==> src/rtl/switch_dev_if.sv <==
// Device-side endpoint of the switch port: queued 4-phase TX toward the port,
// 4-phase RX into a single holding register with a post-release guard window.
module switch_dev_if #(
  parameter int AW_DEV   = 2,
  parameter int DW       = 4,
  parameter int TX_AW    = 1,
  parameter int RX_GUARD = 2
) (
  input  logic              clk_i,
  input  logic              rst_i,
  input  logic [DW-1:0]     tx_dat_i,
  input  logic [AW_DEV-1:0] tx_adr_i,
  input  logic              tx_push_i,
  output logic              tx_ready_o,
  output logic              tx_done_o,
  output logic [DW-1:0]     sw_dat_o,
  output logic [AW_DEV-1:0] sw_adr_o,
  output logic              validtx_o,
  input  logic              acktx_i,
  input  logic [DW-1:0]     sw_dat_i,
  input  logic              validrx_i,
  output logic              ackrx_o,
  output logic [DW-1:0]     rx_dat_o,
  output logic              rx_valid_o,
  input  logic              rx_pop_i
);
  localparam int DEPTH = 1 << TX_AW;
  localparam int EW    = AW_DEV + DW;
  localparam int CW    = $clog2(RX_GUARD + 1);

  typedef enum logic [1:0] {T_IDLE, T_REQ, T_REL} tx_st_t;
  typedef enum logic [1:0] {R_IDLE, R_ACK, R_GRD} rx_st_t;

  // TX queue
  logic [EW-1:0]  mem_q [DEPTH];
  logic [TX_AW:0] wptr_q, wptr_d, rptr_q, rptr_d;
  logic           full, empty, push_ok, pop;
  logic           tx_ready_q, tx_ready_d;

  assign full    = (wptr_q[TX_AW] != rptr_q[TX_AW]) &&
                   (wptr_q[TX_AW-1:0] == rptr_q[TX_AW-1:0]);
  assign empty   = (wptr_q == rptr_q);
  assign push_ok = tx_push_i & ~full;

  always_comb begin
    wptr_d     = wptr_q + (TX_AW+1)'(push_ok);
    rptr_d     = rptr_q + (TX_AW+1)'(pop);
    tx_ready_d = ~((wptr_d[TX_AW] != rptr_d[TX_AW]) &&
                   (wptr_d[TX_AW-1:0] == rptr_d[TX_AW-1:0]));
  end

  // Storage needs no reset: only entries between the pointers are ever read.
  always_ff @(posedge clk_i)
    if (push_ok) mem_q[wptr_q[TX_AW-1:0]] <= {tx_adr_i, tx_dat_i};

  // TX FSM
  tx_st_t            tx_st_q, tx_st_d;
  logic              validtx_q, validtx_d, tx_done_q, tx_done_d;
  logic [AW_DEV-1:0] sw_adr_q, sw_adr_d;
  logic [DW-1:0]     sw_dat_q, sw_dat_d;

  always_comb begin
    tx_st_d   = tx_st_q;
    validtx_d = validtx_q;
    tx_done_d = 1'b0;
    sw_adr_d  = sw_adr_q;
    sw_dat_d  = sw_dat_q;
    pop       = 1'b0;
    case (tx_st_q)
      T_IDLE: if (!empty) begin
        pop                  = 1'b1;
        {sw_adr_d, sw_dat_d} = mem_q[rptr_q[TX_AW-1:0]];
        validtx_d            = 1'b1;
        tx_st_d              = T_REQ;
      end
      T_REQ: if (acktx_i) begin
        validtx_d = 1'b0;
        tx_st_d   = T_REL;
      end
      T_REL: if (!acktx_i) begin
        tx_done_d = 1'b1;
        tx_st_d   = T_IDLE;
      end
      default: tx_st_d = T_IDLE;
    endcase
  end

  // RX FSM
  rx_st_t        rx_st_q, rx_st_d;
  logic          ackrx_q, ackrx_d, rx_valid_q, rx_valid_d;
  logic [DW-1:0] rx_dat_q, rx_dat_d;
  logic [CW-1:0] grd_q, grd_d;

  always_comb begin
    rx_st_d    = rx_st_q;
    ackrx_d    = ackrx_q;
    rx_dat_d   = rx_dat_q;
    rx_valid_d = rx_valid_q;
    grd_d      = grd_q;
    if (rx_pop_i && rx_valid_q) rx_valid_d = 1'b0;
    case (rx_st_q)
      // Capture gates on the registered full flag, so a same-cycle pop cannot enable it.
      R_IDLE: if (validrx_i && !rx_valid_q) begin
        rx_dat_d   = sw_dat_i;
        rx_valid_d = 1'b1;
        ackrx_d    = 1'b1;
        rx_st_d    = R_ACK;
      end
      R_ACK: if (!validrx_i) begin
        ackrx_d = 1'b0;
        grd_d   = CW'(RX_GUARD);
        rx_st_d = R_GRD;
      end
      R_GRD: begin
        grd_d = (grd_q == '0) ? '0 : grd_q - CW'(1);
        if (grd_q <= CW'(1)) rx_st_d = R_IDLE;
      end
      default: rx_st_d = R_IDLE;
    endcase
  end

  always_ff @(posedge clk_i or posedge rst_i) begin
    if (rst_i) begin
      wptr_q     <= '0;
      rptr_q     <= '0;
      tx_ready_q <= 1'b1;
      tx_st_q    <= T_IDLE;
      validtx_q  <= 1'b0;
      tx_done_q  <= 1'b0;
      sw_adr_q   <= '0;
      sw_dat_q   <= '0;
      rx_st_q    <= R_IDLE;
      ackrx_q    <= 1'b0;
      rx_dat_q   <= '0;
      rx_valid_q <= 1'b0;
      grd_q      <= '0;
    end else begin
      wptr_q     <= wptr_d;
      rptr_q     <= rptr_d;
      tx_ready_q <= tx_ready_d;
      tx_st_q    <= tx_st_d;
      validtx_q  <= validtx_d;
      tx_done_q  <= tx_done_d;
      sw_adr_q   <= sw_adr_d;
      sw_dat_q   <= sw_dat_d;
      rx_st_q    <= rx_st_d;
      ackrx_q    <= ackrx_d;
      rx_dat_q   <= rx_dat_d;
      rx_valid_q <= rx_valid_d;
      grd_q      <= grd_d;
    end
  end

  assign tx_ready_o = tx_ready_q;
  assign tx_done_o  = tx_done_q;
  assign validtx_o  = validtx_q;
  assign sw_adr_o   = sw_adr_q;
  assign sw_dat_o   = sw_dat_q;
  assign ackrx_o    = ackrx_q;
  assign rx_dat_o   = rx_dat_q;
  assign rx_valid_o = rx_valid_q;
endmodule

==> config.mk <==
export PLATFORM = sky130hd
export DESIGN_NAME = switch_dev_if
export DESIGN_NICKNAME = d
export VERILOG_FILES = /design/src/rtl/switch_dev_if.sv
export SDC_FILE = /design/constraint.sdc
export NUM_CORES = 1
export LEC_CHECK = 0
export ABC_AREA = 1
export CORE_MARGIN = 2
export CORE_UTILIZATION = 50
export CTS_BUF_LIST = sky130_fd_sc_hd__clkbuf_8 sky130_fd_sc_hd__clkbuf_16
export DETAILED_ROUTE_END_ITERATION = 16
export GPL_TIMING_DRIVEN = 0
export PLACE_DENSITY = 0.78
export SLEW_MARGIN = 20
export SYNTH_ARGS = -nofsm -noshare
export SYNTH_HDL_FRONTEND = slang
export SYNTH_SLANG_ARGS = --single-unit
==> constraint.sdc <==
create_clock -name clk_i -period 1.9 [get_ports clk_i]
set_input_delay 0.38 -clock clk_i [delete_from_list [all_inputs] [get_ports clk_i]]
set_output_delay 0.38 -clock clk_i [all_outputs]
set_load 0.02 [all_outputs]
==> metrics.txt, run 1 <==
status finished clean; grt ovf 0; library cells used by synthesis 26; number of cells produced by synthesis approximately 140; mux share of post-synthesis cell area 0%; Root Driver clkbuf_8; layout cells sized above 1 16.8%; fin crit share between 90% and 100%; routed via count ~1,100; final setup fails 0; Arr. time, crit path ~1.4 ns; post-synth top area share between 30% and 40%; CP Launch Type flip-flop; Total Routing Usage GR about 18%; fmax ~560 MHz; site row count 20; post-DR vias/cell roughly 5; Syn Nets 160; Simple-Gate Fraction of Synth Area a little over a fifth; average cell area after synthesis 11.0 um^2; Die H 59.8 um; initial core utilization 51.8%; CP Data Required Time about 1.5 ns; Synth warnings 0; DR iter-0 viols 31; clock tree buffer depth 2; CTS hold repair buffers 0; Wirelength per Cell roughly 12 um; IO Port Bufs 30; #FFs+latches synth 37; pin count of the biggest net entering global routing 26; delay-heaviest family, CP buffers and inverters; Die ar. 3570 um^2; Worst slew margin 38.0%; worst-margin pin slew 0.929 ns; CTS tree built; initial antenna violation count 0; clk slew on worst S/H paths about 0.060 ns; min-delay worst type flip-flop to flip-flop; post-CTS setup buffer count 0; top cells by area, synth dfrtp_1 (39%), edfxtp_1 (23%), nand2_1 (9.2%); maxcap violations 0; TritonRoute pass-1 iters 4; Inserted Clock Buffers 5; Sink Count 37; crit-path max FO 1; CTS H-tree depth 2; first-pass GRT wire length between 4 and 5 mm; RSZ-0062 raised after global routing no; drt total wl 2.64 mm; synthesized area 1560 um^2; final net count roughly 200; EDFF count, synth 12; post-synthesis xor/xnor area fraction between 1.5 and 2%; critical path's largest stage delay roughly 0.6 ns; critical path's slowest cell clkdlybuf4s50_1; power per cell area between 1500 and 2000 nW/um^2; CP Cell Sequence clkdlybuf4s50_1; dpl ws -0.0639 ns; P&R area growth vs syn 27.9%; final core utilization 66.3%; Compound-Gate Fraction of Synth Area under 10%; Yosys top cell by area dfrtp_1; area share of fa/ha/maj cells after synthesis around 2.4%; die width about 60 um; part of the Yosys area used for sequential elements between 60% and 70%; number of I/O pins 31; Tmin final about 1.8 ns; crit path capture type primary output; Inserted Diodes 0; Final WS setup approximately 0.13 ns; fraction of registers with async set or reset after synthesis between 60% and 70%; Hold Fails Final Rpt 0; LEAKAGE around 0.93 nW; Max Clock Skew a little over 0.009 ns; Final ANT Viol Nets 0; Max Slew Vio Count 0; DRC Markers 0; CP bufs+invs 1; critical path class flip-flop to primary output; Max IR drop VDD roughly 820 uV; final hold slack ~0.5 ns; vias in the first global route approximately 1,100; largest family of logic cells by synthesized area simple AND/OR/NAND/NOR gates; global placer's final weighted congestion between 0.7 and 0.8; dominant synthesized flop cell dfrtp_1; Post-DP HPWL 1.95 mm; Core Area around 3000 um^2; clock latency on the worst-skew pair approximately 0.29 ns
[placed cells by master (no fill, tap or decap)]
cell type / n
a211oi_1: 1
a21oi_1: 1
a31oi_1: 1
buf_6: 1
clkbuf_8: 6
clkdlybuf4s50_1: 30
dfrtp_1: 24
dfstp_2: 1
edfxtp_1: 12
ha_1: 2
ha_2: 1
inv_1: 17
inv_2: 5
inv_6: 1
nand2_1: 38
nand2_2: 7
nand2_4: 3
nand2_8: 2
nand3_1: 9
nand4_2: 1
nor2_1: 1
nor2_2: 1
o21ai_0: 1
o21ai_1: 7
o21ai_2: 1
o31ai_1: 1
or2_1: 1
xnor2_1: 2
xor2_1: 1
[per-layer routing]
metal	routed length, um	global-route usage [%]	vias up
li1	-	-	526
met1	1130	20.9	512
met2	1390	27.2	23
met3	103	7.58	2
met4	25	8.89	0
met5	0	0	-
[synthesized netlist by cell type, types with 2 or more instances]
master,number
nand2_8,2
dfrtp_1,24
inv_1,15
nand3_1,9
edfxtp_1,12
xnor2_1,2
nand2_2,7
ha_1,3
o21ai_1,7
nand2_4,3
inv_2,5
nand2_1,38
[logic make-up (layout without fill, tap and decap cells)]
group / count (synthesis) / after routing
simple gates: 63 / 63
flops: 37 / 37
buf+inv: 22 / 60
compound gates: 13 / 13
fa+ha+maj: 3 / 3
xor+xnor: 3 / 3
[layout make-up]
| cell class | instances | area (um^2) |
|---|---|---|
| timing repair buffer | 30 | 300 |
| clock buffer | 6 | 82.6 |
| fill | 235 | 1010 |
| sequential | 37 | 987 |
| clock inverter | 2 | 7.51 |
| inverter | 21 | 83.8 |
| multi-input combinational | 82 | 475 |
| buffer | 1 | 11.3 |
| tap | 33 | 41.3 |
[power by group]
part | switching (mW) | internal, mW
clock network | 0.254 | 0.285
registers | 0.183 | 1.17
logic | 0.995 | 0.704
[sequential cells by signal, indices dropped and copies added, names as in the netlist]
register	cells
validtx_o	1
grd_q	2
ackrx_o	1
rx_dat_o	4
wptr_q	2
sw_adr_o	2
tx_done_o	1
sw_dat_o	4
tx_st_q	2
rx_st_q	2
tx_ready_o	1
rx_valid_o	1
rptr_q	2
mem_q	12
[worst paths after layout]
check	from	to	slack (ns)	depth (start not counted)
min in group asynchronous	rst_i	rx_valid_o	0.60	2
max reg2reg	rptr_q[0]	tx_ready_o	0.22	10
max in group asynchronous	rst_i	wptr_q[0]	0.72	2
max	tx_ready_o	tx_ready_o	0.13	1
min	ackrx_o	ackrx_o	0.49	2
min reg2reg	ackrx_o	ackrx_o	0.49	2
[repair_timing]
action	in CTS	in global routing
gates resized for setup	0	1
endpoints found under the setup margin	0	1
hold endpoints to repair	0	0
[through the flow]
step	cells	power (mW)	setup TNS [ns]	instance area (um^2)
3_5_place_dp	204	3.08	-0.0639	1900
5_1_grt	212	3.86	0	1990
2_1_floorplan	141	2.53	0	1560
4_1_cts	212	3.63	0	1990
3_3_place_gp	204	3.01	-0.0306	1900
6_report	212	3.59	0	1990
Note: power is estimated with default switching activity, not from simulation.
==> inputs of run 2 (changes only) <==
GPL_TIMING_DRIVEN = default   (was 0)
clock period = 1.7 ns   (was 1.9 ns; I/O delays follow)
==> metrics.txt, run 2 (synthesis gave the netlist of run 1 again) <==
status finished clean; CTS tree built; routed via count between 1,000 and 1,500; grt ovf 0; Worst slew margin 79.3%; Final Cell Area a little over 2000 um^2; Max Slew Vio Count 0; final hold slack around 0.39 ns; Die H between 50 and 60 um; Core Area 3000 um^2; met3 GRT Util under 10%; IO Port Bufs 30; initial core utilization about half; site row count 20; die width between 50 and 60 um; post-DR vias/cell 4.80; critical path's largest stage delay slightly above 0.6 ns; DRC Markers 0; layout cells sized above 1 between 20 and 25%; clock latency on the worst-skew pair 0.29 ns; Inserted Diodes 0; max reg flops 12; CP Launch Type flip-flop; critical path's slowest cell clkdlybuf4s50_1; most frequent cells in the layout nand2_1 (38), clkdlybuf4s50_1 (29), dfrtp_1 (23), inv_1 (15), edfxtp_1 (12); maxcap violations 0; CTS hold repair buffers 0; Final WS setup around 0.066 ns; crit path capture type primary output; Multi-input gate area roughly 490 um^2; crit-path max FO 3; FILL cells 224; most common cell after layout, fill and taps aside nand2_1; Max Clock Skew about 0.0028 ns; clock tree buffer depth 2; Arr. time, crit path around 1.3 ns; CTS H-tree depth 2; pin count of the biggest net entering global routing 26; first-pass GRT wire length approximately 4.6 mm; FF+latch area 988 um^2; dpl ws -0.0316 ns; fmax a little over 600 MHz; Hold Fails Final Rpt 0; dpl cell area 1920 um^2; critical path class flip-flop to primary output; Inserted Clock Buffers 5; final setup fails 0; P&R area growth vs syn 33.1%; number of I/O pins 31; fin crit share 96.1%; vias in the first global route around 1,000; Root Driver clkbuf_8; power per cell area 2110 nW/um^2; Max IR drop VDD roughly 940 uV; Die ar. roughly 3600 um^2; clk slew on worst S/H paths ~0.07 ns; Total Routing Usage GR between 10% and 20%; Post-DP HPWL a little over 2 mm; delay-heaviest family, CP buffers and inverters; global placer's final weighted congestion between 0.7 and 0.8; M1 GR Usage between 20 and 25%; min-delay worst type primary input to asynchronous set/reset pin; initial antenna violation count 0; Final ANT Viol Nets 0; TritonRoute pass-1 iters 4; Wirelength per Cell roughly 12 um; GR peak layer met2; final net count between 200 and 250; Tmin final 1.63 ns; Sink Count 37; Pwr Total 4.38 mW; CP Data Required Time 1.36 ns; drt total wl 2.65 mm; RSZ-0062 raised after global routing no; met2 usage in global routing around 28%; CP bufs+invs 1; worst-margin pin slew just over 0.3 ns; CP Cell Sequence clkdlybuf4s50_1; DR iter-0 viols 24; LEAKAGE approximately 0.97 nW
[run 2: cell count changes in the layout (fill, tap and decap cells not counted), sizes merged]
cell,before,now
bufinv,0,2
buf,1,5
inv,23,21
clkbuf,6,5
clkdlybuf4s50,30,29
dlygate4sd2,0,1
clkinv,0,1
[run 2: metal layers]
layer,vias up,wire length [um]
met4,0,79
met3,9,98
met2,21,1340
met1,473,1130
li1,533,-
met5,-,0
[run 2: worst paths after layout]
check | from | end | slack [ns] | cells after the start
max in group asynchronous | rst_i | tx_ready_o | 1.02 | 3
min in group clk_i | validtx_o | validtx_o | 0.48 | 2
worst max register to register | rptr_q[1] | tx_ready_o | 0.14 | 9
worst max-delay path | rx_valid_o | rx_valid_o | 0.07 | 1
worst min register to register | validtx_o | validtx_o | 0.48 | 2
worst min-delay path | rst_i | rx_st_q[0] | 0.39 | 3
[run 2: final cells by class]
type	instances	area share, %
clock inverters	3	3.14
inverters	21	4.05
clock buffers	5	3.32
repair buffers	35	16.3
multi-input cells	82	23.5
flip-flops and latches	37	47.7
well taps	33	1.99
[run 2: timing repair]
item	CTS	global route
resized for setup	1	3
setup endpoints to repair	1	13
setup buffers	0	0
[run 2: per-stage QoR]
step	std cells	util, %	TNS [ns]
2_1_floorplan	141	-	0
3_3_place_gp	208	64.0	0
3_5_place_dp	208	64.0	-0.210
4_1_cts	216	68.5	0
5_1_grt	216	69.0	0
6_report	216	69.0	0
[run 2: tightest hold or removal path: stages]
cell and delay, ns:
clkdlybuf4s50_1 0.39, inv_1 0.05, buf_4 0.30
[run 2: where the power goes]
part           switching (mW)  internal, mW  total, mW
Combinational            1.11         0.839       1.95
Sequential              0.229          1.31       1.54
Clock                   0.305         0.582      0.888
==> inputs of run 3 (changes only) <==
ABC_AREA = default   (was 1)
CORE_UTILIZATION = 49   (was 50)
PLACE_DENSITY = 0.77   (was 0.78)
==> metrics.txt, run 3 <==
DR iter-0 viols 19; Wirelength per Cell 15.0 um; P&R area growth vs syn 31.5%; average cell area after synthesis roughly 15 um^2; worst-margin pin slew about 0.27 ns; critical path's slowest cell dfrtp_1; Arr. time, crit path around 1.8 ns; first-pass GRT wire length between 3 and 4 mm; CP Cell Sequence xnor2_1 > a211oi_4 > ha_1 > xor2_1 > xor2_1 > nand2_1; final setup TNS 0 ns; Final ANT Viol Nets 0; dpl ws -0.250 ns; Clk pwr share approximately 15%; final setup fails 0; combinational power share between 40% and 50%; maxcap violations 0; part of the Yosys area used for sequential elements approximately 67%; critical path's largest stage delay approximately 0.42 ns; Max IR drop VDD approximately 1200 uV; #FFs+latches synth 37; Max Slew Vio Count 0; clock latency on the worst-skew pair 0.28 ns; site row count 19; Synth warnings 0; top cells by area, synth dfrtp_1 (41%), edfxtp_1 (24%), mux2_2 (12%); fmax a little over 600 MHz; CTS H-tree depth 2; post-synth top area share ~40%; Root Driver clkbuf_8; Final WS setup ~0.073 ns; library cells used by synthesis 24; status finished with violations; Core Area 2810 um^2; CP dominant cell by count xor2_1; CP Launch Type flip-flop; Syn Nets roughly 120; Pwr Total about 4 mW; global placer's final weighted congestion just under 0.8; Hold Fails Final Rpt 0; number of cells produced by synthesis 97; FILL cells approximately 240; CTS hold repair buffers 0; CTS tree built; Sw Ratio between 30 and 40%; min-delay worst type primary input to asynchronous set/reset pin; dominant synthesized flop cell dfrtp_1; Worst slew margin between 80% and 90%; DRC Markers 2; LEAKAGE ~0.82 nW; critical path class flip-flop to flip-flop; Sequential Power Share between 30% and 40%; Inserted Clock Buffers 5; crit-path max FO 3; TritonRoute pass-1 iters 10; failing checks DRC; synthesized area between 1000 and 1500 um^2; FF+latch area 987 um^2; final net count ~160; Total Routing Usage GR 16.5%; top cells by count, synth dfrtp_1 (24), mux2_2 (16), edfxtp_1 (12); Sink Count 37; initial antenna violation count 0; fin crit share a little over nine tenths; most common cell after layout, fill and taps aside clkdlybuf4s50_1; pin count of the biggest net entering global routing 14; Yosys top cell by area dfrtp_1; power per cell area 2020 nW/um^2; grt ovf 0; clk slew on worst S/H paths ~0.06 ns; max reg flops 12; Pint 2.59 mW; IO Port Bufs 30; Die H roughly 60 um; post-DR vias/cell about 5; number of I/O pins 31; vias in the first global route 890; Die ar. 3480 um^2; EDFF count, synth 12; Multi-input gate area 467 um^2; top-count cell post-synth dfrtp_1; die width around 60 um; clock tree buffer depth 2; crit path capture type flip-flop; initial core utilization between 50% and 60%; Inserted Diodes 0; fraction of registers with async set or reset after synthesis about two thirds; R2R cell count 6; most frequent cells in the layout clkdlybuf4s50_1 (28), dfrtp_1 (24), mux2_2 (16), edfxtp_1 (12), inv_1 (8); CP Data Required Time ~1.9 ns; routed via count ~850; Post-DP HPWL roughly 2 mm; RSZ-0062 raised after global routing no; Tmin final approximately 1.6 ns; Max Clock Skew about 0.0062 ns; drt total wl 2.57 mm; layout cells sized above 1 25.7%; Net Sw Power between 1 and 1.5 mW
run 3: cell types whose count changed in the layout (fill, tap and decap cells not counted), sizes merged, moves of 2 or more:
cell    delta
a21o       +2
mux2      +16
bufinv     -2
nand2     -45
nand2b     +3
xor2       +4
nand3      -9
a21boi     +2
inv       -13
nor3       +2
o21ai      -4
run 3: final timing paths:
path                           start          end  slack [ns]
setup / recovery           wptr_q[1]   tx_ready_o        0.07
hold / removal                 rst_i  rx_dat_o[0]        0.28
setup reg to reg           wptr_q[1]   tx_ready_o        0.07
hold reg to reg            validtx_o    validtx_o        0.48
max in group asynchronous      rst_i   tx_ready_o        0.97
min in group clk_i         validtx_o    validtx_o        0.48
run 3: power by group through the flow:
stage / logic (mW) / registers, mW / clock network, mW
after floorplan: 0.963 / 1.76 / 0
after global placement: 1.73 / 1.57 / 0
after detailed placement: 1.80 / 1.59 / 0
after CTS: 1.79 / 1.58 / 0.615
after global routing: 1.91 / 1.62 / 0.652
final: 1.78 / 1.57 / 0.593
run 3: metrics by stage:
| stage | util [%] | hold WS [ns] | instances | instance area (um^2) |
|---|---|---|---|---|
| after floorplan | - | 0.367 | 97 | 1480 |
| after global placement | 66.2 | 0.458 | 163 | 1860 |
| after detailed placement | 66.2 | 0.466 | 163 | 1860 |
| after CTS | 69.3 | 0.278 | 171 | 1940 |
| after global routing | 69.4 | 0.295 | 171 | 1950 |
| final | 69.4 | 0.283 | 171 | 1950 |
run 3: timing repair:
item / in CTS / in global routing
setup buffers: 0 / 0
pin swaps: 0 / 0
endpoints found under the setup margin: 3 / 1
resized for setup: 3 / 1
hold endpoints to repair: 0 / 0
run 3: cell type report:
class,instances,share of cell area (%)
Clock inverter,2,0.385
Multi-Input combinational cell,53,24.0
Tap cell,31,1.99
Inverter,6,1.16
Sequential cell,37,50.7
Clock buffer,6,4.24
Timing Repair Buffer,36,17.6
run 3: critical path: cells and delay by family, from the launching register on:
kind	cells	cell delay, ns
XOR/XNOR	3	0.60
flip-flops	1	0.42
AO/OA/AOI/OAI	1	0.27
adder cells (fa/ha/maj)	1	0.19
AND/OR/NAND/NOR	1	0.07
run 3: logic make-up after synthesis:
logic type	synth area share (%)
AO/OA/AOI/OAI	7.18
buffers and inverters	2.28
XOR/XNOR	4.65
flip-flops	66.6
multiplexers	12.2
adder cells (fa/ha/maj)	2.53
AND/OR/NAND/NOR	4.56
run 3: per-layer routing:
metal	wire length, um	global-route usage (%)	vias to the layer above	share of wire [%]
li1	-	-	425	-
met1	1030	18.2	406	40
met2	1400	27.6	19	54
met3	120	6.77	2	4.7
met4	20	7.79	0	0.78
met5	0	0	-	0
